### src/rtl/reorder_buffer_pkg.sv
// Shared widths and types for the in-order reorder buffer.
// Pointers are ROB_IDX_W wide so that they wrap on their own at ROB_SIZE.
package reorder_buffer_pkg;

    localparam int ROB_SIZE  = 16;
    localparam int ROB_IDX_W = 4;
    localparam int XLEN      = 32;
    localparam int REG_W     = 5;
    localparam int COUNT_W   = ROB_IDX_W + 1;

    typedef logic [ROB_IDX_W-1:0] rob_tag_t;
    typedef logic [COUNT_W-1:0]   rob_count_t;
    typedef logic [XLEN-1:0]      word_t;
    typedef logic [REG_W-1:0]     reg_idx_t;

    localparam rob_count_t FULL_COUNT = rob_count_t'(ROB_SIZE);

endpackage

### src/rtl/reorder_buffer.sv
// Circular reorder buffer: allocates tags in program order, captures CDB results and
// retires the head entry into the register file, flushing everything on a mispredicted branch.
module reorder_buffer
    import reorder_buffer_pkg::*;
(
    input  logic     clk_in,
    input  logic     rst_in,
    input  logic     rdy_in,
    input  logic     dispatcher_en_in,
    input  reg_idx_t dispatcher_rd_in,
    input  logic     dispatcher_is_branch_in,
    output rob_tag_t dispatcher_dest_out,
    output logic     full_out,
    input  rob_tag_t query1_tag_in,
    input  rob_tag_t query2_tag_in,
    output logic     query1_ready_out,
    output logic     query2_ready_out,
    output word_t    query1_value_out,
    output word_t    query2_value_out,
    input  logic     cdb_en_in,
    input  rob_tag_t cdb_dest_in,
    input  word_t    cdb_value_in,
    input  logic     cdb_mispredict_in,
    input  word_t    cdb_target_pc_in,
    output logic     register_en_out,
    output reg_idx_t register_reg_pos_out,
    output rob_tag_t register_dest_out,
    output word_t    register_value_out,
    output logic     flush_out,
    output word_t    flush_pc_out
);

    logic [ROB_SIZE-1:0] valid;
    logic [ROB_SIZE-1:0] ready;
    logic [ROB_SIZE-1:0] is_branch;
    logic [ROB_SIZE-1:0] mispredict;
    reg_idx_t            rd_q     [ROB_SIZE];
    word_t               value_q  [ROB_SIZE];
    word_t               target_q [ROB_SIZE];

    rob_tag_t   head;
    rob_tag_t   tail;
    rob_count_t count;

    logic commit;
    logic flush;
    logic cdb_hit;
    logic alloc;

    // Commit looks only at registered ready, so a CDB write to the head retires a cycle later.
    // A full buffer may still accept an allocation in a cycle that frees the head slot.
    assign commit  = valid[head] & ready[head];
    assign flush   = commit & is_branch[head] & mispredict[head];
    assign cdb_hit = cdb_en_in & valid[cdb_dest_in];
    assign alloc   = dispatcher_en_in & (!full_out | commit) & !flush;

    assign full_out            = (count == FULL_COUNT);
    assign dispatcher_dest_out = tail;

    always_ff @(posedge clk_in) begin
        if (rst_in) begin
            head                 <= '0;
            tail                 <= '0;
            count                <= '0;
            valid                <= '0;
            ready                <= '0;
            is_branch            <= '0;
            mispredict           <= '0;
            register_en_out      <= 1'b0;
            register_reg_pos_out <= '0;
            register_dest_out    <= '0;
            register_value_out   <= '0;
            flush_out            <= 1'b0;
            flush_pc_out         <= '0;
        end else if (rdy_in) begin
            register_en_out <= 1'b0;
            flush_out       <= 1'b0;
            if (commit) begin
                register_en_out      <= (rd_q[head] != '0);
                register_reg_pos_out <= rd_q[head];
                register_dest_out    <= head;
                register_value_out   <= value_q[head];
                valid[head]          <= 1'b0;
            end
            if (cdb_hit) begin
                ready[cdb_dest_in]      <= 1'b1;
                mispredict[cdb_dest_in] <= cdb_mispredict_in;
            end
            // Allocation comes last so it wins over a commit freeing the same slot.
            if (alloc) begin
                valid[tail]      <= 1'b1;
                ready[tail]      <= 1'b0;
                is_branch[tail]  <= dispatcher_is_branch_in;
                mispredict[tail] <= 1'b0;
            end
            if (flush) begin
                flush_out    <= 1'b1;
                flush_pc_out <= target_q[head];
                valid        <= '0;
                head         <= '0;
                tail         <= '0;
                count        <= '0;
            end else begin
                if (commit) head <= head + rob_tag_t'(1);
                if (alloc)  tail <= tail + rob_tag_t'(1);
                case ({alloc, commit})
                    2'b10:   count <= count + rob_count_t'(1);
                    2'b01:   count <= count - rob_count_t'(1);
                    default: count <= count;
                endcase
            end
        end
    end

    // NOTE: payload arrays carry no reset; valid/ready gate every use, so stale data is never seen.
    always_ff @(posedge clk_in) begin
        if (rdy_in) begin
            if (cdb_hit) begin
                value_q[cdb_dest_in]  <= cdb_value_in;
                target_q[cdb_dest_in] <= cdb_target_pc_in;
            end
            if (alloc) rd_q[tail] <= dispatcher_rd_in;
        end
    end

    // NOTE: defaults first in always_comb so no path leaves an output unassigned (no latch).
    always_comb begin
        query1_ready_out = valid[query1_tag_in] & ready[query1_tag_in];
        query1_value_out = value_q[query1_tag_in];
        query2_ready_out = valid[query2_tag_in] & ready[query2_tag_in];
        query2_value_out = value_q[query2_tag_in];
        if (cdb_hit && cdb_dest_in == query1_tag_in) begin
            query1_ready_out = 1'b1;
            query1_value_out = cdb_value_in;
        end
        if (cdb_hit && cdb_dest_in == query2_tag_in) begin
            query2_ready_out = 1'b1;
            query2_value_out = cdb_value_in;
        end
    end

endmodule

### config.mk
export PLATFORM = sky130hd
export DESIGN_NAME = reorder_buffer
export DESIGN_NICKNAME = d
export VERILOG_FILES = /design/src/rtl/reorder_buffer_pkg.sv /design/src/rtl/reorder_buffer.sv
export SDC_FILE = /design/constraint.sdc
export NUM_CORES = 2
export LEC_CHECK = 0
export CAP_MARGIN = 20
export CORE_AREA = 5 5 385 387
export CTS_CLUSTER_DIAMETER = 40
export CTS_CLUSTER_SIZE = 14
export DETAILED_ROUTE_END_ITERATION = 7
export DIE_AREA = 0 0 390 392
export PLACE_DENSITY = 0.6
export SYNTH_ARGS = -nofsm -noshare
export SYNTH_HDL_FRONTEND = slang
export SYNTH_SLANG_ARGS = --single-unit
### constraint.sdc
create_clock -name clk_in -period 6 [get_ports clk_in]
set_input_delay 0.9 -clock clk_in [delete_from_list [all_inputs] [get_ports clk_in]]
set_output_delay 0.9 -clock clk_in [all_outputs]
set_load 0.01 [all_outputs]
# After elaboration in Yosys (flattened, before gate mapping)
# Memories as Yosys holds them, arrays and structs flattened. A register that Yosys moved wholly into a read port is not among the register bits.
# Cells that the tools add are included.
[word_totals] register_bits=88 mem_bits_rw=1104 input_bits=88 wordCells=123 mem_count=3
[op_classes] addsub=4 magnitude_cmp=8 n_eq_ne=5 mux=59 bitwise=16 n_reduce_logical=17
[memory_table] memory="target_q" words=16 width=32 read_ports=1 rd_ports_with_merged_regs=1 wr=1 line_no="reorder_buffer.sv:39" source="word_t target_q [ROB_SIZE];"
[memory_table] memory="value_q" words=16 width=32 read_ports=3 rd_ports_with_merged_regs=1 wr=1 line_no="reorder_buffer.sv:38" source="word_t value_q [ROB_SIZE];"
[memory_table] memory="rd_q" words=16 width=5 read_ports=1 rd_ports_with_merged_regs=1 wr=1 line_no="reorder_buffer.sv:37" source="reg_idx_t rd_q [ROB_SIZE];"
[op_table] op="16-bit two-way mux" n=13
[op_table] op="32-bit two-way mux" n=2
[op_table] op="16-bit AND" n=3
[op_table] op="1-bit binary-select mux with 4-bit select" n=9
[op_table] op="16-bit bitwise mux" n=2
[op_table] op="16-bit inverter" n=2
[op_table] op="16-bit bitwise OR" n=2
[op_table] op="4-bit by 5-bit < comparator with 1-bit output, second input constant" n=5
[op_table] op="4-bit two-way mux" n=6
[op_table] op="1-bit two-way mux" n=22
[op_table] op="1-bit demux with 4-bit select" n=3
[op_table] op="4-bit by 1-bit >= comparator with 1-bit output, second input constant" n=3
[op_table] op="2-bit AND reduction" n=6
[op_table] op="5-bit one-hot mux with 2 select lines" n=1
[op_table] op="4-bit by 1-bit adder with 4-bit output, second input constant" n=2
[op_table] op="1-bit AND" n=8
[op_table] op="4-bit equality test" n=2
[op_table] op="5-bit by 1-bit adder with 5-bit output, second input constant" n=1
[op_table] op="5-bit equality test, second input constant" n=1
[op_table] op="1-bit logical AND" n=5
[op_table] op="5-bit two-way mux" n=1
[op_table] op="5-bit nonzero test" n=1
[op_table] op="5-bit by 1-bit subtractor with 5-bit output, second input constant" n=1
[op_table] op="2-bit nonzero test" n=2
[op_table] op="5 further kinds" n=6

# Logic depth before layout (Yosys ltp)
[depth] depth_word=12 depth_mapped=14 ltp_nobuf=11

# Worst setup path before layout
# Ideal clock, no wire load.
[synth_path] path_type="in2reg" start="input port cdb_dest_in[0]" end="register mispredict[6]" setup_ns=0.094 arrival_ns=5.331 path_slack_ns=0.575 path_stages=8 path_buffers=1 path_cell_list="buf_2 > mux4_2 > mux4_2 > and3b_1 > nand2_1 > nor2_1 > mux2i_1 > a311oi_1"
[synth_via] elab_chain_len=10 elab_cells_between_ends=14 cone_classes="order compare (2); mux (9); bitwise (2); reduce/logical (1)"
[synth_rtl] item="start, declared" line_no="reorder_buffer.sv:21" source="input rob_tag_t cdb_dest_in,"
[synth_rtl] item="4-bit by 5-bit < comparator with 1-bit output (implied by the code) or 4-bit by 1-bit >= comparator with 1-bit output (tied branches)" line_no="reorder_buffer.sv:87" source="mispredict[cdb_dest_in] <= cdb_mispredict_in;"
[synth_rtl] item="1-bit logical AND (implied by the code)" line_no="reorder_buffer.sv:87"
[synth_rtl] item="1-bit two-way mux (implied by the code)" line_no="reorder_buffer.sv:87"
[synth_rtl] item="1-bit demux with 4-bit select" line_no="reorder_buffer.sv:87"
[synth_rtl] item="16-bit bitwise mux" line_no="reorder_buffer.sv:87"
[synth_rtl] item="16-bit two-way mux *" line_no="reorder_buffer.sv:85" source="if (cdb_hit) begin"
[synth_rtl] item="16-bit two-way mux *" line_no="reorder_buffer.sv:75" source="end else if (rdy_in) begin"
[synth_rtl] item="16-bit two-way mux *" line_no="reorder_buffer.sv:61" source="if (rst_in) begin"
[synth_rtl] item="16-bit AND (no source line)"
[synth_rtl] item="16-bit two-way mux *" line_no="reorder_buffer.sv:90" source="if (alloc) begin"
[synth_rtl] item="end signal, assigned by index" line_no="reorder_buffer.sv:87"
[synth_rtl] item="end, declared" line_no="reorder_buffer.sv:36" source="logic [ROB_SIZE-1:0] mispredict;"
# Every way passes the cells marked *; elsewhere a longest branch is shown, timed or not. The select of a mux whose other input is x is not followed.
# A chain may end at the register's enable or synchronous reset.

# Worst setup path after layout
[layout_path] start="input port cdb_dest_in[0]" end="output port query1_value_out[30]"
[layout_via] elab_chain_len=5 elab_cells_between_ends=6 cone_classes="eq/ne (1); mux (3); bitwise (1); reduce/logical (1)"
[layout_rtl] item="1-bit binary-select mux with 4-bit select" line_no="reorder_buffer.sv:54" source="assign cdb_hit = cdb_en_in & valid[cdb_dest_in];"
[layout_rtl] item="1-bit two-way mux (implied by the code)" line_no="reorder_buffer.sv:54"
[layout_rtl] item="1-bit AND" line_no="reorder_buffer.sv:54"
[layout_rtl] item="1-bit logical AND *" line_no="reorder_buffer.sv:132" source="if (cdb_hit && cdb_dest_in == query1_tag_in) begin"
[layout_rtl] item="32-bit two-way mux *" line_no="reorder_buffer.sv:132"
[layout_rtl] item="end, declared" line_no="reorder_buffer.sv:18" source="output word_t query1_value_out,"
# Marks and branches as above.

==> summary.txt <==
Outcome: complete, no violations
First-pass GRT wire length: 236,000 um
Dpl hpwl: 92,400 um
PwrDens: 309 mW/mm^2
Worst-Margin Slew: 1.06 ns
Post-layout util: 0.473
Gr ovfl total: 0
Post-synth EDFFs: 1,104
Clk pin slew, worst setup/hold paths: 0.05 ns
Setup Skew: 0.0266 ns
CP required: 5.10 ns
Most area-consuming cells after synthesis: edfxtp_1 (58%), mux4_2 (27%), dfxtp_1 (5.4%)
Post-CTS Resized: 0
Primary FF master, synth: edfxtp_1
Final setup viols: 0
CP Capture Point: query1_value_out[30]
Vias/cell: 6.09
Critical path capture point type: primary output
CP Launch Type: input port
Top cell type by total area after synthesis: edfxtp_1
GRT Total Usage: 0.212
H-tree depth: 4
Number of synthesized register bits: 1,260
Post-synth ARST share: 0
Site Rows: 140
Data arrival, critical path: 4.63 ns
Routed wire length: 163,000 um
FF-to-FF Start: head[2]$_SDFFE_PP0P_
Post-Synth Simple-Gate Area: 0.0327
Clock Path Buffers: 3
Via count: 32.2k
Post-Syn Area per Cell: 19.4 um^2
Synth unique cells: 77
Comb power frac: 0.042
WL per Instance: 30.7 um
CP Launch Point: cdb_dest_in[0]
HP Class: reg2reg
Mapped cell area: 0.0573 mm^2
Pin count of the biggest net entering global routing: 102
Mux cell area share after synthesis: 0.282
Final weighted congestion in routability-driven placement: 0.839
Seq/Total Area, Yosys: 0.633
Main combinational cell family by area after synthesis: multiplexers
Worst Path Max Fanout: 29
Synthesized Nets: 3,047
RSZ-0062 raised after global routing: false
CTS Buf Count: 184
Setup slack, reg-to-reg: 1.66 ns
YS warnings: 0
Fin. Hold Viols: 0
Syn Inst Count: 2,949
Post-CTS Hold Buffers: 0
Post-synthesis xor/xnor area fraction: 0.00168
Final Max Tran Viols: 0
Post-CTS Setup Bufs: 0
Peak Freq: 181 MHz
Initial antenna violation count: 24
Core region area: 0.145 mm^2
Cell with the most instances after synthesis: edfxtp_1
Minimum clock period: 5.53 ns
Drt pass-1 iters: 6
CTS sink cnt: 1,260
Crit share post-route: 0.921
Max-Slew Margin vs Limit: 0.284
Area growth from synthesis to layout: 19.3%
Initial DRC count: 3,268
Post-synthesis compound-gate area fraction: 0.0288
Ports: 234
Antenna viol nets, final: 0
Die H: 392 um
Sequential share of power: 0.451
Pleak: 20.8 nW
Pint: 16.4 mW
Worst R2R Path Depth: 11
Worst-Skew Late Latency: 0.79 ns
VDD IR-drop max: 0.239 mV
CTS tree: yes
Clock power share: 0.507
Layout cells sized above 1: 0.358
P_sw: 4.70 mW
Residual DRC: 0
Fin Setup TNS: 0 ns
Top cells by count, synth: edfxtp_1 (1,104), mux4_2 (683), nand2_1 (224)
Max-Cap Viols: 0
Worst r2r dst: count[4]$_SDFFE_PP0P_
Setup CP Type: in2out
Die X: 390 um
Die area: 0.153 mm^2
CTS Root Cell: clkbuf_16
Final nets: 3,313
Starting Density: 0.397
Post-Synth Adder-Cell Area: 0.00218
Port Buf Inserts: 233
Net Sw Frac: 0.222
Area fraction of the dominant cell type after synthesis: 0.579
Vias in the first global route: 33.9k
## cell type report
type,instances,area (um^2)
well taps,1917,2400
flip-flops and latches,1260,36300
multi-input cells,1432,20100
diodes,6,15.0
inverters,33,126
clock buffers,208,4810
clock inverters,133,1430
fillers,11900,76200
repair buffers,304,3210
## flip-flops by register name, summed over array words and instances (netlist names), 32 cells and up, named ones only
register            flops
register_value_out     32
value_q               512
rd_q                   80
target_q              512
flush_pc_out           32
## worst min-delay path by stage
stage / startpoint / endpoint / slack (ns) / depth (start not counted)
2_1_floorplan: is_branch[11]$_SDFFE_PP0P_ / is_branch[11]$_SDFFE_PP0P_ / 0.43 / 2
3_3_place_gp: register_dest_out[0]$_SDFFE_PP0P_ / register_dest_out[0]$_SDFFE_PP0P_ / 0.44 / 2
3_5_place_dp: register_value_out[22]$_SDFFE_PP0P_ / register_value_out[22]$_SDFFE_PP0P_ / 0.45 / 2
4_1_cts: register_dest_out[0]$_SDFFE_PP0P_ / register_dest_out[0]$_SDFFE_PP0P_ / 0.46 / 2
5_1_grt: register_value_out[20]$_SDFFE_PP0P_ / register_value_out[20]$_SDFFE_PP0P_ / 0.47 / 2
6_report: register_value_out[21]$_SDFFE_PP0P_ / register_value_out[21]$_SDFFE_PP0P_ / 0.45 / 2
## through the flow
step | total power [mW] | cells | hold WS (ns) | setup slack (ns) | instance area (um^2)
after floorplan | 10.2 | 2949 | 0.435 | 0.575 | 57300
after global placement | 10.6 | 4946 | 0.444 | 0.562 | 62100
after detailed placement | 10.6 | 4946 | 0.449 | 0.471 | 62100
after CTS | 21.4 | 5287 | 0.456 | 0.463 | 68300
after global routing | 21.8 | 5291 | 0.471 | 0.373 | 68300
final | 21.2 | 5293 | 0.452 | 0.473 | 68400
## power groups by stage
stage | clock network [mW] | logic [mW] | registers, mW
3_5_place_dp | 0 | 0.893 | 9.72
4_1_cts | 10.9 | 0.896 | 9.54
2_1_floorplan | 0 | 0.462 | 9.72
5_1_grt | 11.3 | 0.942 | 9.53
3_3_place_gp | 0 | 0.879 | 9.72
6_report | 10.7 | 0.889 | 9.54
## cells by family after synthesis
family,count (synthesis)
AO/OA/AOI/OAI,258
XOR/XNOR,11
adder cells (fa/ha/maj),10
buffers and inverters,257
flip-flops,1260
multiplexers,755
AND/OR/NAND/NOR,398
## cell usage in the layout, fill, tap and decap left out, types with 6 or more instances in the layout
cell type and count:
clkinvlp_4 17, a31oi_1 7, clkbuf_16 188, inv_8 9, clkdlybuf4s50_1 224, buf_4 45, a22oi_1 18, nor2_1 26
mux4_2 683, and3_1 9, dfxtp_1 152, nor3_1 7, clkbuf_1 17, o21ai_0 52, mux2_2 64, nor2b_1 8
nor2_4 16, inv_6 29, nand2_2 7, xor2_1 10, bufinv_16 14, ha_1 10, mux2i_1 8, nor3_2 6
inv_1 24, or3_1 14, a21oi_1 117, clkinv_4 27, nand3_1 38, buf_12 28, edfxtp_1 1104, clkinv_1 10
clkinv_2 20, inv_2 7, nand2_1 221, diode_2 6, o211ai_1 16
## metal layers
metal / global-route usage / wire, um / vias to the layer above
met1: 0.274 / 62400 / 17100
met4: 0.0796 / 5820 / 16
met5: 0 / 112 / -
li1: - / - / 13200
met3: 0.0495 / 13700 / 341
met2: 0.351 / 80700 / 1619
## critical path, stage by stage
cell,delay [ns]
clkdlybuf4s50_1,0.78
mux4_2,0.57
mux4_2,0.52
and2_1,0.29
nand2_2,0.34
buf_12,0.25
mux2_2,0.39
clkdlybuf4s50_1,0.49
No activity file was read; power rests on OpenSTA's default activity.
